--- src/rtl/nav_pkg.sv ---
// Shared navigation definitions: node ID type, sequencer state codes and
// turn-direction codes common to the path sequencer and the direction decoder.
package nav_pkg;

   localparam int NODE_W = 5;

   typedef logic [NODE_W-1:0] node_t;

   // Sequencer states, kept as plain constants so older tools can consume them
   typedef logic [1:0] seq_state_t;
   localparam logic [1:0] ST_IDLE   = 2'd0;
   localparam logic [1:0] ST_RUN    = 2'd1;
   localparam logic [1:0] ST_RETURN = 2'd2;
   localparam logic [1:0] ST_DONE   = 2'd3;

   // Turn-direction codes produced by the decoder from a node triple
   typedef enum logic [1:0] {
      DIR_STRAIGHT = 2'd0,
      DIR_LEFT     = 2'd1,
      DIR_RIGHT    = 2'd2,
      DIR_REVERSE  = 2'd3
   } dir_e;

   // A route needs at least two nodes and must fit in the path memory
   function automatic logic route_len_legal(input int len, input int depth);
      return (len >= 2) && (len <= depth);
   endfunction

endpackage

--- src/rtl/path_sequencer.sv ---
// Path sequencer: stores a planned route and presents the prev/curr/next node
// triple to the turn-direction decoder, advancing on every node-detected event.
// Optional feature macro: PATH_RETURN_EN -- after the last node the route is
// traversed in reverse back to node 0 before finishing.
module path_sequencer #(
   parameter  int DEPTH  = 32,
   parameter  int NODE_W = nav_pkg::NODE_W,
   localparam int IDX_W  = $clog2(DEPTH)
) (
   input  logic              clk,
   input  logic              rst,
   input  logic              wr_en,
   input  logic [IDX_W-1:0]  wr_addr,
   input  logic [NODE_W-1:0] wr_data,
   input  logic [IDX_W:0]    path_len,
   input  logic              start,
   input  logic              abort,
   input  logic              node_evt,
   output logic [NODE_W-1:0] prev_node,
   output logic [NODE_W-1:0] curr_node,
   output logic [NODE_W-1:0] next_node,
   output logic              nodes_valid,
   output logic              busy,
   output logic              done,
   output logic              err
);
   import nav_pkg::*;

   logic [NODE_W-1:0] mem_q [DEPTH];

   seq_state_t        state_q, state_d;
   logic [IDX_W-1:0]  ptr_q, ptr_d;
   logic [IDX_W:0]    len_q, len_d;
   logic [NODE_W-1:0] prev_q, prev_d;
   logic [NODE_W-1:0] curr_q, curr_d;
   logic [NODE_W-1:0] next_q, next_d;
   logic              valid_q, valid_d;
   logic              err_q, err_d;
   logic              wr_ok;
   logic              start_legal;
   logic [IDX_W-1:0]  ptr_inc;
   logic              at_last;
   logic [IDX_W-1:0]  idx_fwd;

   assign start_legal = route_len_legal(int'(path_len), DEPTH);
   assign ptr_inc     = ptr_q + IDX_W'(1);
   // The node about to become current is the final one of the route
   assign at_last     = ({1'b0, ptr_inc} == (len_q - (IDX_W+1)'(1)));
   assign idx_fwd     = ptr_q + IDX_W'(2);

`ifdef PATH_RETURN_EN
   logic [IDX_W-1:0] idx_turn;
   logic [IDX_W-1:0] idx_back;
   // Turnaround looks one node behind the last; reverse walk looks two back
   assign idx_turn = IDX_W'(len_q - (IDX_W+1)'(2));
   assign idx_back = ptr_q - IDX_W'(2);
`endif

   // Next-state logic: route launch, per-event advance, abort and finish
   always_comb begin
      state_d = state_q;
      ptr_d   = ptr_q;
      len_d   = len_q;
      prev_d  = prev_q;
      curr_d  = curr_q;
      next_d  = next_q;
      valid_d = 1'b0;
      err_d   = 1'b0;
      wr_ok   = 1'b0;
      case (state_q)
         ST_IDLE: begin
            // Loading is only allowed while idle; a write racing an accepted
            // start is dropped so the route cannot change under the launch
            wr_ok = wr_en && !(start && start_legal);
            if (start) begin
               if (start_legal) begin
                  len_d   = path_len;
                  ptr_d   = '0;
                  prev_d  = mem_q[0];
                  curr_d  = mem_q[0];
                  next_d  = mem_q[1];
                  valid_d = 1'b1;
                  state_d = ST_RUN;
               end else begin
                  err_d = 1'b1;
               end
            end
         end
         ST_RUN: begin
            if (abort) begin
               state_d = ST_IDLE;
            end else if (node_evt) begin
               ptr_d   = ptr_inc;
               prev_d  = curr_q;
               curr_d  = next_q;
               valid_d = 1'b1;
               if (at_last) begin
`ifdef PATH_RETURN_EN
                  next_d  = mem_q[idx_turn];
                  state_d = ST_RETURN;
`else
                  // Repeating the current node tells the decoder to stop
                  next_d  = next_q;
                  state_d = ST_DONE;
`endif
               end else begin
                  next_d = mem_q[idx_fwd];
               end
            end
         end
`ifdef PATH_RETURN_EN
         ST_RETURN: begin
            if (abort) begin
               state_d = ST_IDLE;
            end else if (node_evt) begin
               ptr_d   = ptr_q - IDX_W'(1);
               prev_d  = curr_q;
               curr_d  = next_q;
               valid_d = 1'b1;
               if (ptr_q == IDX_W'(1)) begin
                  next_d  = next_q;
                  state_d = ST_DONE;
               end else begin
                  next_d = mem_q[idx_back];
               end
            end
         end
`endif
         ST_DONE: begin
            state_d = ST_IDLE;
         end
         default: begin
            state_d = ST_IDLE;
         end
      endcase
   end

   // Control and node-triple registers with synchronous reset
   always_ff @(posedge clk) begin
      if (rst) begin
         state_q <= ST_IDLE;
         ptr_q   <= '0;
         len_q   <= '0;
         prev_q  <= '0;
         curr_q  <= '0;
         next_q  <= '0;
         valid_q <= 1'b0;
         err_q   <= 1'b0;
      end else begin
         state_q <= state_d;
         ptr_q   <= ptr_d;
         len_q   <= len_d;
         prev_q  <= prev_d;
         curr_q  <= curr_d;
         next_q  <= next_d;
         valid_q <= valid_d;
         err_q   <= err_d;
      end
   end

   // Path memory: survives reset, written by the planner while idle
   always_ff @(posedge clk) begin
      if (wr_ok && !rst) begin
         mem_q[wr_addr] <= wr_data;
      end
   end

   assign prev_node   = prev_q;
   assign curr_node   = curr_q;
   assign next_node   = next_q;
   assign nodes_valid = valid_q;
   assign err         = err_q;
   assign busy        = (state_q != ST_IDLE);
   assign done        = (state_q == ST_DONE);

endmodule

--- config.mk ---
export PLATFORM = sky130hd
export DESIGN_NAME = path_sequencer
export DESIGN_NICKNAME = d
export VERILOG_FILES = /design/src/rtl/nav_pkg.sv /design/src/rtl/path_sequencer.sv
export SDC_FILE = /design/constraint.sdc
export NUM_CORES = 1
export LEC_CHECK = 0
export ABC_AREA = 1
export CORE_MARGIN = 4
export CORE_UTILIZATION = 45
export CTS_CLUSTER_SIZE = 28
export DETAILED_ROUTE_END_ITERATION = 16
export PLACE_DENSITY = 0.67
export SYNTH_ARGS = -nofsm -noshare
export SYNTH_HDL_FRONTEND = slang
export SYNTH_SLANG_ARGS = --single-unit
--- constraint.sdc ---
create_clock -name clk -period 3.7 [get_ports clk]
set_clock_uncertainty 0.1 [all_clocks]
set_input_delay 0.37 -clock clk [delete_from_list [all_inputs] [get_ports clk]]
set_output_delay 0.37 -clock clk [all_outputs]
set_load 0.005 [all_outputs]
* Yosys cells after proc, flatten, opt, wreduce, memory -nomap -nowiden *
Memory sizes are Yosys's and may differ from the RTL's.
Index checks and enable logic that the tools add are counted.

word-level totals
  logic and storage cells = 74
  memories = 1
  register bits after elaboration = 30
  output and inout bits = 19
  bits in writable memories = 160
  input bits = 22

operators by class
  eq/ne operators = 10
  bitwise logic cells = 2
  order comparisons = 2
  reductions and logical operators = 14
  muxes and demuxes = 34
  $add $sub $neg = 3

memories
  name   words  width  read ports  clocked after Yosys merged registers in  wr ports  line                  RTL
  mem_q  32     5      3           0                                        1         path_sequencer.sv:29  logic [NODE_W-1:0] mem_q [DEPTH];

operators with widths
  cell                   count
  $mux W5                15
  $pmux W5 S2            4
  $mux W2                5
  $ne A2 B2 Y1 const B   5
  $mux W1                8
  $eq A5 B6 Y1           1
  $ge A6 B2 Y1 const B   1
  $le A6 B6 Y1 const B   1
  $ne A3 B3 Y1 const B   2
  $reduce_and A6 Y1      1
  $sub A6 B1 Y6 const B  1
  $add A5 B1 Y5 const B  1
  $add A5 B2 Y5 const B  1
  $reduce_and A5 Y1      1
  $logic_and A1 B1 Y1    4
  $pmux W2 S2            1
  $reduce_and A4 Y1      1
  $reduce_bool A2 Y1     2
  $reduce_and A3 Y1      1
  $reduce_or A3 Y1       1
  $eq A2 B1 Y1 const B   1
  $eq A2 B2 Y1 const B   1
  $logic_not A1 Y1       2
  $logic_not A2 Y1       1
  2 further kinds        3

* Longest topological paths before layout *
Gate-level depths: netlist (run 1).

  depth in word-level cells = 9
  mapped depth = 13
  mapped depth without buffers = 13

* Worst setup path before layout (run 1) *
No wires, ideal clock.

  kind = input -> register
  start = input path_len[3]
  end = memory mem_q[20][0] (enable)
  buffers on the path = 0
  cell stages on the path = 9
  setup slack = 1.740 ns
  required time = 3.261 ns
  library setup time = 0.339 ns
  data arrival time = 1.520 ns
  cell sequence = nor2_1 -> nand2_1 -> nand2_1 -> o21ai_2 -> a21oi_2 -> nand3_1 -> nor2_2 -> nand2_1 -> nor2_1

on the way
  cells in the longest elaborated chain, start to end = 9
  elaborated cells on any way between the ends = 10
  classes of those cells = order compare: 2; mux: 3; reduce/logical: 5

RTL lines
  element                                              line                   RTL
  start: declaration                                   path_sequencer.sv:15   input logic [IDX_W:0] path_len,
  $ge A6 B2 Y1 / $le A6 B6 Y1 (equally long branches)  nav_pkg.sv:26          return (len >= 2) && (len <= depth);
  $logic_and A1 B1 Y1 *                                nav_pkg.sv:26
  $logic_and A1 B1 Y1 *                                path_sequencer.sv:74   wr_ok = wr_en && !(start && start_legal);
  $logic_not A1 Y1 *                                   path_sequencer.sv:74
  $logic_and A1 B1 Y1 *                                path_sequencer.sv:74
  $mux W1 *                                            path_sequencer.sv:70   case (state_q)
  $logic_and A1 B1 Y1 *                                path_sequencer.sv:163  if (wr_ok && !rst) begin
  $mux W1 *                                            path_sequencer.sv:163
  $mux W1 (implied by the code) *                      path_sequencer.sv:164  mem_q[wr_addr] <= wr_data;
  end: declaration                                     path_sequencer.sv:29

Every way passes the cells marked *; elsewhere a longest branch is shown, timed or not.

* Worst setup path in the final report (run 1) *
  start = register ptr_q[1]
  end = register next_q[2] (netlist: next_node[2])

on the way
  cells in the longest elaborated chain, start to end = 6
  elaborated cells on any way between the ends = 10
  classes of those cells = add/sub: 2; eq/ne: 2; mux: 4; reduce/logical: 1; memory: 1

RTL lines
  element                   line                   RTL
  start: declaration        path_sequencer.sv:32   logic [IDX_W-1:0] ptr_q, ptr_d;
  start signal: assignment  path_sequencer.sv:151  ptr_q <= ptr_d;
  $add A5 B2 Y5             path_sequencer.sv:49   assign idx_fwd = ptr_q + IDX_W'(2);
  $mem_v2 Z32 W5            -
  $mux W5                   path_sequencer.sv:97   if (at_last) begin
  $mux W5                   path_sequencer.sv:92   end else if (node_evt) begin
  $mux W5                   path_sequencer.sv:90   if (abort) begin
  $pmux W5 S2               path_sequencer.sv:70
  end signal: assignment    path_sequencer.sv:155  next_q <= next_d;
  end: declaration          path_sequencer.sv:36   logic [NODE_W-1:0] next_q, next_d;

Several ways; a longest one is shown, not always the timed one. The select of a mux whose other input is x is not followed.
A chain may end at the register's enable or synchronous reset.

==> results_dict.tcl, run 1 <==
set metrics [dict create \
    synth_edf_count 160 \
    syn_area_per_cell_um2 9.45 \
    final_cell_area_um2 9610 \
    yosysSeqAreaShare_pct 63.6 \
    die_w_um 145 \
    critPathKind "flop to flop" \
    synth_area_leaders "edfxtp_1 57%, nand2_1 12%, dfxtp_1 7.1%" \
    clockBufferDepth 2 \
    yosysTopAreaCellShare_pct 56.5 \
    grt_antenna_before_repair 0 \
    die_y_um 145 \
    yosys_warnings 0 \
    grt_max_degree 84 \
    crit_start "ptr_q[1]" \
    rr_worst_depth 11 \
    coreArea_um2 18600 \
    area_delta_synth_final_pct 13.0 \
    num-nets-final 951 \
    fillers 1729 \
    grt-ovfl-total 0 \
    ios 41 \
    crit_fanout 40 \
    wl_per_cell_um 16.3 \
    synth_common_cells "282 x nand2_1, 160 x edfxtp_1, 110 x nor2_1" \
    grt_pass1_wl_mm 30.0 \
    synthCells 900 \
    reg2reg_from "ptr_q[1]" \
    hp-class "flop to flop" \
    max_stage_delay_ns 0.94 \
    groute.usage.overall_pct 18.2 \
    path_common_cell "nor2_1" \
    synth_nets 925 \
    ys_seq_elements 190 \
    row_count 50 \
    path_cells "buf_4 > inv_1 > nor2_1 > o21ai_0 > nand3_1 > nand2_1 > nor2_1 > nor2_1 > nor2_1 > nor2_1 > nor2_1" \
    peakVddDrop_uv 334 \
    maxSlewViolCount 0 \
    end_kind "flop" \
    p_leak_uw 0.00379 \
    cts_setup_buffers 0 \
    start_kind "flop" \
    critPathCapture "next_node[2]" \
    place_hpwl_mm 12.2 \
    gp_congestion 0.811 \
    cts_buffers 17 \
    setup_tns_ns 0 \
    cts_tree "done" \
    htree_levels 4 \
    rrSetupSlack_ns 1.06 \
    ant_nets 0 \
    slew_headroom_pct 15.8 \
    ctsHoldBuffers 0 \
    synth.most_common_cell "nand2_1" \
    clkLatencyLatePin_ns 0.44 \
    fin_crit_sh_pct 71.4 \
    io_buffer_count 40 \
    crit_arrival_ns 2.88 \
    synth_cell_types 30 \
    setup_viol 0 \
    antenna_cells 0 \
    dpl_cell_area_um2 9040 \
    cts_resized 0 \
    start_util_pct 45.6 \
    cts_sinks 190 \
    worstMarginPinSlew_ns 1.26 \
    wirelength_mm 19.1 \
    synth_largest_area_cell "edfxtp_1" \
    post-route-min-period_ns 2.64 \
    syn_area_um2 8500 \
    power_density_nw_per_um2 459 \
    ys.flop_type "edfxtp_1" \
    viasPerCell 5.07 \
    critical_path.top_delay_family "buffers and inverters" \
    drt_iter0_markers 471 \
    vias 5951 \
    crit_required_ns 3.93 \
    path_buf_inv 2 \
    drc_errors 0 \
    drv_cap 0 \
    finalHoldViolations 0 \
    r2r_end "next_node[2]" \
    status "complete, no violations" \
    rsz0062_at_grt "no" \
    fmax_mhz 378 \
    path_depth 11 \
    drive_gt1_share_pct 6.50 \
    cts-root-buf "clkbuf_16" \
    drt_first_pass_iters 5 \
    die_area_um2 21200 \
    async_flop_share_pct 0 \
    clkTransAtPathRegs_ns 0.07 \
    crit_slowest_cell "inv_1" \
    first_global_vias 5934 \
    finalPower_uw 4410 \
]
## through the flow
step | setup WS [ns] | util, % | hold WS (ns) | instances
final | 1.06 | 51.5 | 0.379 | 1173
after global routing | 0.841 | 51.5 | 0.407 | 1173
after CTS | 1.10 | 51.5 | 0.379 | 1173
after detailed placement | 0.857 | 48.5 | 0.369 | 1141
after global placement | 0.907 | 48.5 | 0.368 | 1141
after floorplan | 1.74 | - | 0.339 | 900
## worst register-to-register path, stage by stage, from the launching register on
cell	delay, ns
dfxtp_1	0.31
buf_4	0.23
inv_1	0.95
nor2_1	0.14
o21ai_0	0.12
nand3_1	0.11
nand2_1	0.08
nor2_1	0.05
nor2_1	0.19
nor2_1	0.09
nor2_1	0.12
nor2_1	0.05
## final cells by class
type	instances	area [um^2]	share of cell area, %
multi-input combinational	585	2570	26.8
inverter	84	315	3.28
clock inverter	12	133	1.38
sequential	190	5410	56.3
clock buffer	20	437	4.55
tap	234	293	3.05
timing repair buffer	48	450	4.69
## logic make-up after synthesis
kind of cell             count (synthesis)  share of synthesized area [%]
adder cells (fa/ha/maj)                  3                          0.441
AO/OA/AOI/OAI                           67                           4.19
flip-flops                             190                           63.6
XOR/XNOR                                 7                          0.942
AND/OR/NAND/NOR                        508                           24.7
buffers and inverters                  125                           6.18
## worst min path at each step
stage,depth (start not counted),slack [ns],endpoint,startpoint
final,2,0.38,len_q[5],len_q[5]
after global routing,2,0.41,len_q[1],len_q[1]
after CTS,2,0.38,len_q[5],len_q[5]
after detailed placement,2,0.37,len_q[5],len_q[5]
after global placement,2,0.37,len_q[5],len_q[5]
after floorplan,1,0.34,ptr_q[1],rst
## routing by layer
metal / track usage [%] / wire length, um
met1: 23.3 / 8410
met2: 31.5 / 9280
met3: 3.99 / 1200
met4: 5.08 / 256
met5: 0 / 0
## placed cells by master (no fill, tap or decap), types with 2 or more instances in the layout
master,count
xor2_1,3
dfxtp_1,29
clkbuf_1,3
nor2_2,5
o21ai_1,10
xnor2_1,3
inv_8,2
inv_2,5
buf_4,8
o21ai_0,33
nand2_1,282
nand4_1,3
clkdlybuf4s50_1,38
ha_1,3
clkbuf_16,17
buf_2,2
clkinv_4,3
clkinvlp_4,2
a21oi_1,11
inv_6,2
a31oi_1,11
nand3_2,4
inv_1,79
nand2_2,2
edfxtp_1,160
nand3_1,98
nor2_1,110
## power by group
group	switching (uW)	leakage, uW	total, uW	internal (uW)
registers	17.9	0.00169	2360	2340
logic	181	0.00183	285	104
clock network	818	0.000272	1770	948
total	1020	0.00379	4410	3390
## flip-flops by register name (all words and copies together) (netlist names)
name	count
next_node	5
len_q	6
ptr_q	5
state_q	2
nodes_valid	1
prev_node	5
curr_node	5
mem_q	160
err	1
Note: power is estimated with default switching activity, not from simulation.
==> inputs of run 2 (changes only) <==
==> constraint.sdc (replaced) <==
create_clock -name clk -period 2.6 [get_ports clk]
set_clock_uncertainty 0.1 [all_clocks]
set_input_delay 0.26 -clock clk [delete_from_list [all_inputs] [get_ports clk]]
set_output_delay 0.26 -clock clk [all_outputs]
set_load 0.005 [all_outputs]
==> results_dict.tcl, run 2 (synthesis results as in run 1) <==
set metrics [dict create \
    row_count 50 \
    place_hpwl_mm 12.7 \
    drv_cap 0 \
    largest_register "mem_q" \
    drt_iter0_markers 477 \
    die_w_um 145 \
    slew_headroom_pct 60.3 \
    die_area_um2 21200 \
    io_buffer_count 40 \
    fillers 1695 \
    grt_antenna_before_repair 0 \
    worstMarginPinSlew_ns 0.594 \
    cts-root-buf "clkbuf_16" \
    htree_levels 4 \
    p_leak_uw 0.00403 \
    layout_commonest_cell "nand2_1" \
    critical_path.top_delay_family "simple AND/OR/NAND/NOR gates" \
    clockBufferDepth 2 \
    crit_slowest_cell "xnor2_4" \
    max_stage_delay_ns 0.49 \
    path_buf_inv 1 \
    finalHoldViolations 0 \
    groute.usage.overall_pct 18.9 \
    finalNonFillerCells 1218 \
    viasPerCell 5.09 \
    cts_sinks 190 \
    fmax_mhz 428 \
    dp.cells 1186 \
    crit_fanout 16 \
    ant_nets 0 \
    crit_required_ns 2.87 \
    clkTransAtPathRegs_ns 0.07 \
    cts_buffers 17 \
    first_global_vias 6113 \
    start_util_pct 45.6 \
    dpl_cell_area_um2 9390 \
    vias 6195 \
    grt_max_degree 52 \
    hp-class "flop to flop" \
    num-nets-final 996 \
    cts_setup_buffers 0 \
    drive_gt1_share_pct 10.9 \
    ctsHoldBuffers 0 \
    top_regs "mem_q (160), len_q (6)" \
    end_kind "flop" \
    path_cells "ha_1 > xnor2_4 > inv_2 > nand3_1 > nand3_1 > nand2_1 > nor2_1 > nor2_1 > nor2_1 > nor2_1" \
    drc_errors 0 \
    area_delta_synth_final_pct 17.2 \
    status "complete, no violations" \
    die_y_um 145 \
    grt_pass1_wl_mm 31.4 \
    cts_tree "done" \
    peakVddDrop_uv 446 \
    power_density_nw_per_um2 634 \
    crit_arrival_ns 2.61 \
    setup_tns_ns 0 \
    setup_viol 0 \
    wirelength_mm 19.7 \
    antenna_cells 0 \
    cts_resized 0 \
    fin_util_pct 53.5 \
    path_common_cell "nor2_1" \
    rsz0062_at_grt "no" \
    grt-ovfl-total 0 \
    finalPower_uw 6320 \
    fin_crit_sh_pct 89.9 \
    largest_reg_flops 160 \
    coreArea_um2 18600 \
    drt_first_pass_iters 7 \
    final_cell_area_um2 9970 \
    start_kind "flop" \
    critPathKind "flop to flop" \
    final_cell_mix "282 x nand2_1, 160 x edfxtp_1, 110 x nor2_1" \
    ios 41 \
    clkLatencyLatePin_ns 0.44 \
    gp_congestion 0.828 \
    maxSlewViolCount 0 \
    wl_per_cell_um 16.2 \
    post-route-min-period_ns 2.34 \
]
## run 2: layer usage
| layer | GRT usage, % | up-vias | share of wire (%) |
|---|---|---|---|
| met3 | 3.83 | 28 | 4.9 |
| met1 | 24.2 | 2912 | 44 |
| met5 | 0 | - | 0 |
| met4 | 6.41 | 0 | 1.7 |
| li1 | - | 3103 | - |
| met2 | 32.5 | 152 | 49 |
## run 2: worst paths after layout
| check | startpoint | endpoint | slack [ns] | cells after the start |
|---|---|---|---|---|
| worst max-delay path | ptr_q[1] | next_node[1] | 0.26 | 10 |
| worst min-delay path | len_q[5] | len_q[5] | 0.39 | 2 |
| worst max register to register | ptr_q[1] | next_node[1] | 0.26 | 10 |
| worst min register to register | len_q[5] | len_q[5] | 0.39 | 2 |
## run 2: area by class of cell
class / count / area (um^2) / area share, %
repair buffers: 93 / 798 / 8.01
well taps: 234 / 293 / 2.94
clock inverters: 15 / 155 / 1.56
flip-flops and latches: 190 / 5410 / 54.2
inverters: 84 / 315 / 3.16
multi-input cells: 585 / 2570 / 25.8
clock buffers: 17 / 425 / 4.27
## run 2: per-stage QoR
stage,hold slack (ns),setup WS [ns]
after floorplan,0.229,0.729
after global placement,0.369,0.0902
after detailed placement,0.368,0.0611
after CTS,0.383,0.287
after global routing,0.406,0.0341
final,0.386,0.262
## run 2: power by group
| group | leakage [uW] | switching (uW) | internal (uW) |
|---|---|---|---|
| Sequential | 0.00169 | 25.0 | 3330 |
| Combinational | 0.00207 | 265 | 162 |
| Clock | 0.000277 | 1240 | 1290 |
| Total | 0.00403 | 1530 | 4790 |
## run 2: worst register-to-register path, stage by stage, from the launching register on
cell and delay, ns:
dfxtp_1 0.34, ha_1 0.29, xnor2_4 0.49, inv_2 0.28, nand3_1 0.18, nand3_1 0.14, nand2_1 0.09, nor2_1 0.07
nor2_1 0.16, nor2_1 0.07, nor2_1 0.08
